==> config.mk <==
export PLATFORM = sky130hd
export DESIGN_NAME = en_up_counter_flat
export DESIGN_NICKNAME = d
export VERILOG_FILES = /design/src/rtl/en_up_counter_if.sv /design/src/rtl/en_up_counter.sv /design/src/flat_wrapper.sv
export SDC_FILE = /design/constraint.sdc
export NUM_CORES = 1
export LEC_CHECK = 0
export BUFFER_PORTS_ARGS = -buffer_cell sky130_fd_sc_hd__buf_2
export CORE_AREA = 2 2 39 41
export CTS_BUF_LIST = sky130_fd_sc_hd__clkbuf_4 sky130_fd_sc_hd__clkbuf_8
export DETAILED_ROUTE_END_ITERATION = 16
export DIE_AREA = 0 0 41 43
export PLACE_DENSITY = 0.44
export SYNTH_ARGS = -nofsm -noshare
export SYNTH_HDL_FRONTEND = slang
export SYNTH_SLANG_ARGS = --single-unit
==> constraint.sdc <==
create_clock -name clk -period 2.85 [get_ports clk]
set_input_delay 0.57 -clock clk [delete_from_list [all_inputs] [get_ports clk]]
set_output_delay 0.57 -clock clk [all_outputs]
set_load 0.1 [all_outputs]
==> src/rtl/en_up_counter_if.sv <==
// Counter control/status bundle: enable, clear, load, load data in; count, strobes out.
// Latency: none, pure wiring.
// Backpressure: none, the counter always accepts its controls.
interface en_up_counter_if #(
   parameter int WIDTH = 4
);
   logic             en;
   logic             clr;
   logic             load;
   logic [WIDTH-1:0] d;
   logic [WIDTH-1:0] q;
   logic             tc;
   logic             wrap;

   // Driver side: the block that controls the counter.
   modport master (
      output en, clr, load, d,
      input  q, tc, wrap
   );

   // Counter side.
   modport slave (
      input  en, clr, load, d,
      output q, tc, wrap
   );
endinterface

==> src/rtl/en_up_counter.sv <==
// Enable-gated modulo (MAX_VAL+1) up counter with sync clear, saturating load, tc and wrap strobes.
// Latency: q and wrap update one clk edge after sampling; tc is combinational from en and q.
// Backpressure: none; every edge is accepted, en=0 simply holds the count.
module en_up_counter #(
   parameter int WIDTH   = 4,
   parameter int MAX_VAL = 2**WIDTH - 1
) (
   input  logic           clk,
   input  logic           rst_n,
   en_up_counter_if.slave cnt
);

   localparam logic [WIDTH-1:0] MAX_Q = WIDTH'(MAX_VAL);

   logic [WIDTH-1:0] d_sat;
   logic [WIDTH-1:0] q_nxt;
   logic             wrap_nxt;
   logic             at_max;

   assign at_max = (cnt.q == MAX_Q);

   // Load values above the terminal value clamp to it. When the terminal value
   // is all-ones no WIDTH-bit load can exceed it, so the compare is dropped.
   generate
      if (MAX_VAL == 2**WIDTH - 1) begin : g_full_range
         assign d_sat = cnt.d;
      end else begin : g_sat_load
         assign d_sat = (cnt.d > MAX_Q) ? MAX_Q : cnt.d;
      end
   endgenerate

   // Terminal-count strobe, used as the enable of a cascaded next stage.
   assign cnt.tc = cnt.en & at_max;

   // Next-state selection: clear beats load beats count; wrap only on the rollover.
   always_comb begin
      q_nxt    = cnt.q;
      wrap_nxt = 1'b0;
      if (cnt.clr) begin
         q_nxt = '0;
      end else if (cnt.load) begin
         q_nxt = d_sat;
      end else if (cnt.en) begin
         if (at_max) begin
            q_nxt    = '0;
            wrap_nxt = 1'b1;
         end else begin
            q_nxt = cnt.q + 1'b1;
         end
      end
   end

   // Count and wrap registers; reset clears both immediately, independent of clk.
   always_ff @(posedge clk or negedge rst_n) begin
      if (!rst_n) begin
         cnt.q    <= '0;
         cnt.wrap <= 1'b0;
      end else begin
         cnt.q    <= q_nxt;
         cnt.wrap <= wrap_nxt;
      end
   end

endmodule

==> src/flat_wrapper.sv <==
// flat-port wrapper written by rule: the top's interface ports become plain ports
module en_up_counter_flat 
#(
   parameter int WIDTH   = 4,
   parameter int MAX_VAL = 2**WIDTH - 1
)
  (clk, rst_n, cnt_en, cnt_clr, cnt_load, cnt_d, cnt_q, cnt_tc, cnt_wrap);
  en_up_counter_if #(.WIDTH(WIDTH)) cnt_i ();
  input  logic clk;
  input  logic rst_n;
  input wire logic [$bits(cnt_i.en)-1:0] cnt_en;
  input wire logic [$bits(cnt_i.clr)-1:0] cnt_clr;
  input wire logic [$bits(cnt_i.load)-1:0] cnt_load;
  input wire logic [$bits(cnt_i.d)-1:0] cnt_d;
  output wire logic [$bits(cnt_i.q)-1:0] cnt_q;
  output wire logic [$bits(cnt_i.tc)-1:0] cnt_tc;
  output wire logic [$bits(cnt_i.wrap)-1:0] cnt_wrap;
  assign cnt_i.en = cnt_en;
  assign cnt_i.clr = cnt_clr;
  assign cnt_i.load = cnt_load;
  assign cnt_i.d = cnt_d;
  assign cnt_q = cnt_i.q;
  assign cnt_tc = cnt_i.tc;
  assign cnt_wrap = cnt_i.wrap;
  en_up_counter #(.WIDTH(WIDTH), .MAX_VAL(MAX_VAL)) u_core (.clk(clk), .rst_n(rst_n), .cnt(cnt_i));
endmodule
# Word level (Yosys, flattened, before mapping)
# Index checks and enable logic that the tools add are counted.
# W data, S select, Z words.
# word_totals
regBits	5
out_inout_bits	6
elab_cells	14
# op_classes
addsub	1
eq_ne	1
mux	8
bitwise	1
reduce_logical	1
# ops
op	n
$mux W4	4
$add A4 B1 Y4 const B	1
$eq A4 B4 Y1 const B	1
$mux W1	4
$reduce_bool A3 Y1	1
$and A1 B1 Y1	1

# Logic depth before layout (Yosys ltp)
# Gate-level depths: netlist of the first run.
# logic_depth
depth_word	5
mapped_depth	4

# Worst setup path after synthesis of the first run
# Ideal clock, no wire load.
# synth_path
kind	register -> output
start	register u_core.cnt.q[0]
end	output cnt_tc
arrival_ns	2.585
required_time_ns	2.280
slack_ns	-0.305
stages_incl_launch_ff	4
n_path_buf	0
path_cell_list	dfrtp_1 ha_1 nand2_1 nor3_2
# synth_between
elab_chain_cells	2
# synth_rtl
item	line	rtl
from (decl)	en_up_counter_if.sv:24	output q, tc, wrap
from (signal assigned)	en_up_counter.sv:59	cnt.q <= q_nxt;
$eq A4 B4 Y1	en_up_counter.sv:20	assign at_max = (cnt.q == MAX_Q);
$and A1 B1 Y1	en_up_counter.sv:33	assign cnt.tc = cnt.en & at_max;
to (decl)	flat_wrapper.sv:16	output wire logic [$bits(cnt_i.tc)-1:0] cnt_tc;
# Every way passes these cells.

# Worst setup path in the final report of the first run
# Ends and elaborated chain as after synthesis.

==> summary.md, run 1 <==
| Metric | Value |
|---|---|
| Die area | `0.00176 mm^2` |
| Total CTS buffers | `3` |
| Drt pass-1 iters | `4` |
| Clock Path Buffers | `2` |
| 1st-iter DRT viols | `16` |
| Die Ht | `about 43 um` |
| Worst VDD drop | `approximately 0.00028 V` |
| Tmin final | `2130 ps` |
| Initial Util | `slightly above 20%` |
| Clock skew | `1.17 ps` |
| Fin Hold WS | `141 ps` |
| Antenna diodes | `0` |
| Post-synthesis sequential area ratio | `between 40 and 50%` |
| GRT Util Overall | `between 8 and 9%` |
| Post-Layout Inst Area | `around 410 um^2` |
| Syn nets | `42` |
| Critical path required time | `roughly 2300 ps` |
| Final #Nets | `61` |
| Worst r2r path cells | `4` |
| Max cap viols | `0` |
| Width of the die | `approximately 40 um` |
| CTS resizes | `0` |
| CTS tree | `built` |
| Status | `finished, final reports clean` |
| Core Util, Final | `just under 30%` |
| Critical path capture point type | `output port` |
| Port bufs | `14` |
| CTS root buffer | `clkbuf_4` |
| HPWL after DPL | `~550 um` |
| DRT Wirelength | `roughly 640 um` |
| Leak pwr | `between 0.2 and 0.25 nW` |
| Setup TNS | `0 ps` |
| Clock slew at reported path FFs | `40 ps` |
| Dpl ws | `roughly 890 ps` |
| Unrepaired setup endpoints after global routing | `false` |
| DRC viols | `0` |
| CP Data Arrival Time | `~1600 ps` |
| Commonest non-fill, non-tap cell in the layout | `buf_2` |
| Initial antenna violation count | `0` |
| Synth warnings | `0` |
| FILL cells | `approximately 150` |
| Final Cycle Share | `between 70 and 80%` |
| ANT nets after route | `0` |
| Synth cell types | `17` |
| Vias in the first global route | `240` |
| Max Fclk | `about 470 MHz` |
| Postcts setup bufs | `0` |
| Ports | `15` |
| Core area | `0.00138 mm^2` |
| Setup violations, final | `0` |
| Slew @ Worst Pin | `489 ps` |
| Fin. max-slew vios | `0` |
| GP Congestion | `slightly below 0.7` |
| Post-Syn Area | `about 290 um^2` |
| Placed inst area | `383 um^2` |
| Area Overhead vs Synth | `44.1%` |
| Post-Syn Instances | `32` |
| Setup CP Type | `flop to output port` |
| DR WL/cell | `roughly 9.7 um` |
| Clock network latency to the later pin of the worst-skew pair | `~230 ps` |
| Via count | `between 300 and 400` |
| Hold Path Class | `input pin to async pin` |
| Row count | `14` |
| Pwr/cell area | `549 mW/mm^2` |
| Largest fanout on the critical path | `6` |
| Final Hold Fails | `0` |
| Setup crit start kind | `flop` |
| First-pass GRT wire length | `just over 1 mm` |
| Hold-fix buffers, CTS | `0` |
| Post-Syn Area per Cell | `between 8 and 9 um^2` |
| CTS sink cnt | `5` |
| Largest net degree at the start of global routing | `8` |
| Max_slew headroom | `between 60% and 70%` |
| Vias/cell | `roughly 4.8` |
| Most frequent cells in the layout | `14 x buf_2, 5 x nand2_1, 5 x dfrtp_1` |
| Slack of the critical path | `718 ps` |
| Yosys reg bits | `5` |
| GR Overflow Total | `0` |
| Layout cells sized above 1 | `between 40% and 50%` |
| # H-tree levels | `1` |
-- Yosys cell counts --
cell type | instances | area [um^2]
nor3b_1 | 1 | 7.51
nor2b_1 | 1 | 6.26
nor3_2 | 1 | 10.0
o21ai_0 | 1 | 5.00
nor2_1 | 2 | 7.51
mux2_2 | 1 | 11.3
nand4_1 | 1 | 6.26
or3_1 | 1 | 6.26
dfrtp_1 | 5 | 125
ha_1 | 1 | 12.5
nand2_1 | 5 | 18.8
a22oi_1 | 1 | 7.51
xnor2_1 | 1 | 8.76
inv_1 | 3 | 11.3
a211oi_1 | 2 | 15.0
a31oi_1 | 2 | 12.5
a21oi_1 | 3 | 15.0
-- sequential cells by signal, summed over array words and instances (netlist names) --
register         flops
u_core.cnt.q         4
u_core.cnt.wrap      1
-- metrics by stage --
step | total power [mW] | std cells
finish | 0.227 | 66
global route | 0.245 | 66
CTS | 0.232 | 66
detailed placement | 0.141 | 62
global placement | 0.142 | 62
floorplan | 0.124 | 32
-- final timing paths --
kind	to	slack, ps	start
min in group clk	u_core.cnt.q[1]$_DFFE_PN0P_	560	cnt_clr
worst max-delay path	cnt_tc	720	u_core.cnt.q[0]$_DFFE_PN0P_
max in group asynchronous	u_core.cnt.q[3]$_DFFE_PN0P_	2580	rst_n
worst max register to register	u_core.cnt.q[1]$_DFFE_PN0P_	1630	u_core.cnt.q[0]$_DFFE_PN0P_
worst min-delay path	u_core.cnt.q[0]$_DFFE_PN0P_	140	rst_n
worst min register to register	u_core.cnt.q[3]$_DFFE_PN0P_	640	u_core.cnt.q[3]$_DFFE_PN0P_
-- cells by family (layout without fill, tap and decap cells) --
logic type / after synthesis / after routing / synth area share (%)
AO/OA/AOI/OAI: 9 / 9 / 19.2
AND/OR/NAND/NOR: 12 / 12 / 21.8
XOR/XNOR: 1 / 1 / 3.06
flip-flops: 5 / 5 / 43.7
buffers and inverters: 3 / 21 / 3.93
adder cells (fa/ha/maj): 1 / 1 / 4.37
multiplexers: 1 / 1 / 3.93
-- report_power, final --
part / leakage, nW / internal [mW] / switching, mW
logic: 0.125 / 0.0142 / 0.0449
clock network: 0.0184 / 0.0622 / 0.0252
registers: 0.0662 / 0.0753 / 0.00514
total: 0.210 / 0.152 / 0.0752
-- metal layers --
| metal | vias to the layer above | track usage (%) | wire length, um |
|---|---|---|---|
| li1 | 150 | - | - |
| met1 | 150 | 11.9 | 275 |
| met2 | 18 | 10.9 | 282 |
| met3 | 0 | 6.28 | 82 |
| met4 | 0 | 0 | 0 |
| met5 | - | 0 | 0 |
-- worst max-delay path, stage by stage (launching register included) --
cell and delay (ps):
dfrtp_1 420, ha_1 240, nand2_1 110, nor3_4 110, buf_2 440
-- final cells by class --
cell class	count	area, um^2	share of cell area (%)
multi-input cells	24	156	37.9
flip-flops and latches	5	125	30.3
repair buffers	14	70.1	17.0
clock buffers	4	30.0	7.27
well taps	16	20.0	4.85
inverters	3	11.3	2.73
No activity file was read; power rests on OpenSTA's default activity.
==> run 2: changes to the inputs <==
--- a/config.mk
+++ b/config.mk
@@ -10,7 +10,7 @@
 export CTS_BUF_LIST = sky130_fd_sc_hd__clkbuf_4 sky130_fd_sc_hd__clkbuf_8
 export DETAILED_ROUTE_END_ITERATION = 16
 export DIE_AREA = 0 0 41 43
-export PLACE_DENSITY = 0.44
+export PLACE_DENSITY = 0.46
 export SYNTH_ARGS = -nofsm -noshare
 export SYNTH_HDL_FRONTEND = slang
 export SYNTH_SLANG_ARGS = --single-unit
==> constraint.sdc (replaced) <==
create_clock -name clk -period 1.89 [get_ports clk]
set_input_delay 0.378 -clock clk [delete_from_list [all_inputs] [get_ports clk]]
set_output_delay 0.378 -clock clk [all_outputs]
set_load 0.1 [all_outputs]
==> run 2 against run 1 <==
  * Via count is 4.4% lower
  * Largest cell class unchanged
  * Routed wire length is 12% higher
  * Sequential share of layout area is 1.4 points lower
  * Clock skew hardly changed
  * Global-route usage is 2.6 points higher
  * Sequential power is 58% higher
  * Worst setup slack worse by 510 ps
  * Critical path type unchanged
  * Power is 57% higher
  * Non-clock buffer count is 1 higher
  * Sequential cell count stayed put
  * Register-to-register slack worse by 970 ps
==> summary.md, run 2 (same netlist as run 1, synthesis figures left out) <==
| Metric | Value |
|---|---|
| Largest net degree at the start of global routing | `8 (unchanged)` |
| Critical path required time | `1510 ps (-770 ps)` |
| CP cell instances | `ha_4 -> nand2_4 -> nor3_4 -> buf_12` |
| Unrepaired setup endpoints after global routing | `false` |
| Max cap viols | `0 (unchanged)` |
| Non-Filler Instances | `67 (+1.5%)` |
| Max_slew headroom | `68.0% (+0.37 points)` |
| CTS tree | `built` |
| Largest fanout on the critical path | `5 (-1)` |
| Fin. max-slew vios | `0 (unchanged)` |
| Sw Share | `34.0% (+0.83 points)` |
| Final Cycle Share | `88.9%` |
| Worst VDD drop | `0.000278 V (about the same)` |
| First-pass GRT wire length | `1.26 mm (+25%)` |
| Core area | `0.00138 mm^2 (unchanged)` |
| Placed insts | `62 (unchanged)` |
| Ports | `15 (unchanged)` |
| Seq pwr share | `35.5% (about the same)` |
| DRC viols | `0 (unchanged)` |
| Die area | `0.00176 mm^2 (unchanged)` |
| Pwr/cell area | `750 mW/mm^2 (+36%)` |
| Max Fclk | `roughly 600 MHz` |
| # H-tree levels | `1 (unchanged)` |
| Vias/cell | `4.54 (-5.8%)` |
| ANT nets after route | `0 (unchanged)` |
| Critical path capture point type | `output port` |
| Vias in the first global route | `289 (+20%)` |
| Clock Path Buffers | `2 (unchanged)` |
| Clock network latency to the later pin of the worst-skew pair | `240 ps (about the same)` |
| 1st-iter DRT viols | `9 (-7)` |
| Largest regs | `u_core.cnt.q (4), u_core.cnt.wrap (1)` |
| Initial Util | `20.7% (unchanged)` |
| Clock skew | `0.676 ps (-0.490 ps)` |
| Critical path's slowest cell | `dfrtp_4` |
| DR WL/cell | `10.7 um (+9.9%)` |
| CTS sink cnt | `5 (unchanged)` |
| Bufs and invs on worst path | `1 (unchanged)` |
| Slew @ Worst Pin | `483 ps (-5.64 ps)` |
| Via count | `304 (-4.4%)` |
| GRT Util Overall | `11.0% (+2.6 points)` |
| Setup CP Type | `flop to output port` |
| Final Hold Fails | `0 (unchanged)` |
| Status | `finished, final reports clean` |
| Final #Nets | `62 (+1.6%)` |
| Die Ht | `43 um (unchanged)` |
| Port bufs | `14 (unchanged)` |
| Tmin final | `1680 ps` |
| GP Congestion | `0.712 (+5.6%)` |
| Most frequent cells in the layout | `13 x buf_2, 4 x nand2_1, 4 x clkbuf_4` |
| DRT Wirelength | `714 um (+12%)` |
| Drt pass-1 iters | `4 (unchanged)` |
| Combinational Power Share | `26.3% (+0.3 points)` |
| Top reg by flops | `u_core.cnt.q` |
| Initial antenna violation count | `0 (unchanged)` |
| Commonest non-fill, non-tap cell in the layout | `buf_2` |
| CP Data Arrival Time | `1300 ps (-260 ps)` |
| Clock power share | `38.1% (-0.4 points)` |
| Crit path largest cell delay | `450 ps (about the same)` |
| Postcts setup bufs | `0 (unchanged)` |
| Row count | `14 (unchanged)` |
| Setup violations, final | `0 (unchanged)` |
| Cell Int Power | `0.235 mW (+55%)` |
| Hold Path Class | `input pin to flop` |
| Area Overhead vs Synth | `65.9%` |
| Leak pwr | `0.225 nW (+7.4%)` |
| Largest register FFs | `4 (unchanged)` |
| Reg2Reg Setup Slack | `660 ps (-970 ps)` |
| Placed inst area | `435 um^2 (+14%)` |
| Width of the die | `41 um (unchanged)` |
| Total power | `0.356 mW (+57%)` |
| Layout cells sized above 1 | `52.9% (+13 points)` |
| GR Overflow Total | `0 (unchanged)` |
| CTS root buffer | `clkbuf_4` |
| Setup crit start kind | `flop` |
| Post-Layout Inst Area | `475 um^2 (+15%)` |
| Clock slew at reported path FFs | `40 ps (about the same)` |
| P_sw | `0.121 mW (+61%)` |
| Total CTS buffers | `3 (unchanged)` |
| Worst path top cell family by delay | `flip-flops` |
| Antenna diodes | `0 (unchanged)` |
| Fin Hold WS | `383 ps (+243 ps)` |
-- run 2: final cells by class --
cell class | count | area, um^2
flip-flops and latches | 5 | 138
well taps | 16 | 20.0
clock buffers | 4 | 30.0
multi-input cells | 24 | 181
fillers | 156 | 908
repair buffers | 15 | 95.1
inverters | 3 | 11.3
-- run 2: layer usage --
metal	up-vias	share of wire (%)	GRT usage, %
met5	-	0	0
met4	0	0	4.00
met3	0	9.1	8.38
met2	15	49	14.7
met1	137	42	13.0
li1	152	-	-
-- run 2: worst paths after layout --
kind	to	start	cells after the start
max	cnt_tc	u_core.cnt.q[1]$_DFFE_PN0P_	4
min	u_core.cnt.q[0]$_DFFE_PN0P_	cnt_clr	2
max reg2reg	u_core.cnt.q[1]$_DFFE_PN0P_	u_core.cnt.q[1]$_DFFE_PN0P_	4
min reg2reg	u_core.cnt.q[3]$_DFFE_PN0P_	u_core.cnt.q[3]$_DFFE_PN0P_	2
max in group asynchronous	u_core.cnt.q[1]$_DFFE_PN0P_	rst_n	2
min in group asynchronous	u_core.cnt.wrap$_DFF_PN0_	rst_n	2
-- run 2: timing repair --
item,in CTS,in global routing
resized for setup,0,0
hold buffers,1,0
endpoints found under the hold margin,5,0
-- run 2: worst register-to-register path: stages, from the launching register on --
cell and delay [ps]:
dfrtp_4 500, ha_4 240, mux2_2 250, nand2_1 60, a21oi_1 60
-- run 2: per-stage QoR --
step           setup WS [ps]  setup TNS, ps  utilization [%]
2_1_floorplan           -181           -355                -
3_3_place_gp             463              0             31.5
3_5_place_dp             454              0             31.5
4_1_cts                  187              0             34.4
5_1_grt                  127              0             34.4
6_report                 210              0             34.4
-- run 2: power by group through the flow --
stage | registers, mW | clock network (mW) | logic (mW)
2_1_floorplan | 0.171 | 0 | 0.0234
3_3_place_gp | 0.128 | 0 | 0.0940
3_5_place_dp | 0.128 | 0 | 0.0929
4_1_cts | 0.127 | 0.144 | 0.0948
5_1_grt | 0.129 | 0.150 | 0.103
6_report | 0.127 | 0.136 | 0.0939
==> run 3: changes to the inputs <==
--- a/config.mk
+++ b/config.mk
@@ -6,11 +6,13 @@
 export NUM_CORES = 1
 export LEC_CHECK = 0
 export BUFFER_PORTS_ARGS = -buffer_cell sky130_fd_sc_hd__buf_2
+export CELL_PAD_IN_SITES_DETAIL_PLACEMENT = 1
+export CELL_PAD_IN_SITES_GLOBAL_PLACEMENT = 2
 export CORE_AREA = 2 2 39 41
 export CTS_BUF_LIST = sky130_fd_sc_hd__clkbuf_4 sky130_fd_sc_hd__clkbuf_8
 export DETAILED_ROUTE_END_ITERATION = 16
 export DIE_AREA = 0 0 41 43
-export PLACE_DENSITY = 0.46
+export PLACE_DENSITY = 0.71
 export SYNTH_ARGS = -nofsm -noshare
 export SYNTH_HDL_FRONTEND = slang
 export SYNTH_SLANG_ARGS = --single-unit
==> constraint.sdc (replaced) <==
create_clock -name clk -period 1.9 [get_ports clk]
set_input_delay 0.38 -clock clk [delete_from_list [all_inputs] [get_ports clk]]
set_output_delay 0.38 -clock clk [all_outputs]
set_load 0.1 [all_outputs]
==> run 3 against run 2 <==
  * Critical path depth is the same
  * Power grew 0.77%
  * Sequential cell count is the same
  * Routed wire length grew 15%
  * Core utilization did not move
  * Die area stayed put
==> summary.md, run 3 (same netlist as run 1, synthesis figures left out) <==
| Metric | Value |
|---|---|
| GP Congestion | `0.676 (-5.1%)` |
| CTS sink cnt | `5 (unchanged)` |
| Leak pwr | `0.225 nW (unchanged)` |
| Total CTS buffers | `3 (unchanged)` |
| First-pass GRT wire length | `1.30 mm (+3.9%)` |
| Setup violations, final | `0 (unchanged)` |
| Met3 GRT Util | `0% (-8.4 points)` |
| Largest regs | `u_core.cnt.q (4), u_core.cnt.wrap (1)` |
| CTS root buffer | `clkbuf_4` |
| GR Overflow Total | `0 (unchanged)` |
| DRT Wirelength | `823 um (+15%)` |
| Status | `finished, final reports clean` |
| Pwr/cell area | `756 mW/mm^2 (+0.77%)` |
| DR WL/cell | `12.3 um (+15%)` |
| Width of the die | `41 um (unchanged)` |
| 1st-iter DRT viols | `6 (-3)` |
| Met1 usage | `12.5% (-0.53 points)` |
| CP cell instances | `ha_4 -> nand2_4 -> nor3_4 -> buf_12` |
| # H-tree levels | `1 (unchanged)` |
| Tmin final | `roughly 1700 ps` |
| Crit path largest cell delay | `440 ps (about the same)` |
| Vias/cell | `4.57 (+0.66%)` |
| Critical path capture point type | `output port` |
| DRC viols | `0 (unchanged)` |
| Setup TNS | `0 ps (unchanged)` |
| Final Cycle Share | `between 80% and 90%` |
| FILL cells | `167 (+7.1%)` |
| Critical path's slowest cell | `dfrtp_4` |
| Port bufs | `14 (unchanged)` |
| Largest fanout on the critical path | `6 (+1)` |
| CTS tree | `built` |
| Row count | `14 (unchanged)` |
| Ports | `15 (unchanged)` |
| Initial Util | `20.7% (unchanged)` |
| Clock skew | `3.28 ps (+2.60 ps)` |
| Unrepaired setup endpoints after global routing | `false` |
| Worst VDD drop | `0.000288 V (+3.6%)` |
| Critical path required time | `1520 ps (about the same)` |
| Drt pass-1 iters | `3 (-1)` |
| Clock Path Buffers | `2 (unchanged)` |
| Max Fclk | `slightly below 600 MHz` |
| Top reg by flops | `u_core.cnt.q` |
| Die area | `0.00176 mm^2 (unchanged)` |
| Antenna diodes | `0 (unchanged)` |
| Final Hold Fails | `0 (unchanged)` |
| Setup CP Type | `flop to output port` |
| Postcts setup bufs | `0 (unchanged)` |
| Core area | `0.00138 mm^2 (unchanged)` |
| GRT Util Overall | `11.4% (+0.44 points)` |
| Clock slew at reported path FFs | `50 ps (about the same)` |
| Vias in the first global route | `339 (+17%)` |
| Largest register FFs | `4 (unchanged)` |
| Clock network latency to the later pin of the worst-skew pair | `240 ps (about the same)` |
| Met2 Use GR | `17.8% (+3.1 points)` |
| Final #Nets | `62 (unchanged)` |
| Slew @ Worst Pin | `486 ps (+2.82 ps)` |
| Largest net degree at the start of global routing | `8 (unchanged)` |
| Layout cells sized above 1 | `52.9% (unchanged)` |
| Fin. max-slew vios | `0 (unchanged)` |
| Area Overhead vs Synth | `65.9% (unchanged)` |
| Hold Path Class | `input pin to flop` |
| Top Usage Layer GRT | `met2` |
| Setup crit start kind | `flop` |
| Via count | `306 (+0.66%)` |
| Commonest non-fill, non-tap cell in the layout | `buf_2` |
| Initial antenna violation count | `0 (unchanged)` |
| ANT nets after route | `0 (unchanged)` |
| Die Ht | `43 um (unchanged)` |
| Max cap viols | `0 (unchanged)` |
| CP Data Arrival Time | `1310 ps (about the same)` |
| Core Util, Final | `34.4% (unchanged)` |
| Max_slew headroom | `67.8% (-0.19 points)` |
| Most frequent cells in the layout | `13 x buf_2, 4 x nand2_1, 4 x clkbuf_4` |
## run 3: cell counts in the layout (fill, tap and decap cells not counted)
No cell type changed its count.
## run 3: per-layer routing
layer	up-vias	wire [um]
met5	-	0
met4	0	14
met1	142	326
met3	2	44
li1	152	-
met2	10	437
## run 3: through the flow
step | hold slack [ps] | power, mW | cell area (um^2) | worst slack [ps] | std cells
2_1_floorplan | 84.4 | 0.194 | 330 | -173 | 32
3_3_place_gp | 198 | 0.221 | 435 | 472 | 62
3_5_place_dp | 204 | 0.220 | 435 | 459 | 62
4_1_cts | 366 | 0.367 | 475 | 189 | 67
5_1_grt | 382 | 0.377 | 475 | 137 | 67
6_report | 371 | 0.359 | 475 | 210 | 67
## run 3: worst paths after layout
check | startpoint | to | slack, ps | cells after the start
hold / removal | cnt_clr | u_core.cnt.q[1]$_DFFE_PN0P_ | 370 | 2
setup / recovery | u_core.cnt.q[0]$_DFFE_PN0P_ | cnt_tc | 210 | 4
max in group asynchronous | rst_n | u_core.cnt.q[2]$_DFFE_PN0P_ | 1240 | 2
min in group asynchronous | rst_n | u_core.cnt.q[0]$_DFFE_PN0P_ | 500 | 2
hold reg to reg | u_core.cnt.q[3]$_DFFE_PN0P_ | u_core.cnt.q[3]$_DFFE_PN0P_ | 650 | 2
setup reg to reg | u_core.cnt.q[1]$_DFFE_PN0P_ | u_core.cnt.q[1]$_DFFE_PN0P_ | 670 | 4
## run 3: cell type report
cell class	instances	area [um^2]	share of cell area, %
tap	16	20.0	4.21
multi-input combinational	24	181	38.2
clock buffer	4	30.0	6.32
sequential	5	138	28.9
timing repair buffer	15	95.1	20.0
inverter	3	11.3	2.37
## run 3: timing repair
item                       in CTS  in global routing
gates resized for setup         0                  0
hold buffers                    1                  0
hold endpoints to repair        5                  0
setup endpoints to repair       0                  0
## run 3: worst max-delay path: cells and delay by family, from the launching register on
kind	cells	cell delay, ps
adders and majority gates	1	170
and+or+nand+nor	2	250
DFF	1	440
buffers and inverters	1	200
## run 3: power breakdown
group	leakage (nW)	switching, mW	total (mW)	internal (mW)
clock network	0.0184	0.0448	0.138	0.0937
logic	0.147	0.0704	0.0954	0.0250
registers	0.0602	0.00928	0.125	0.116
total	0.225	0.124	0.359	0.235
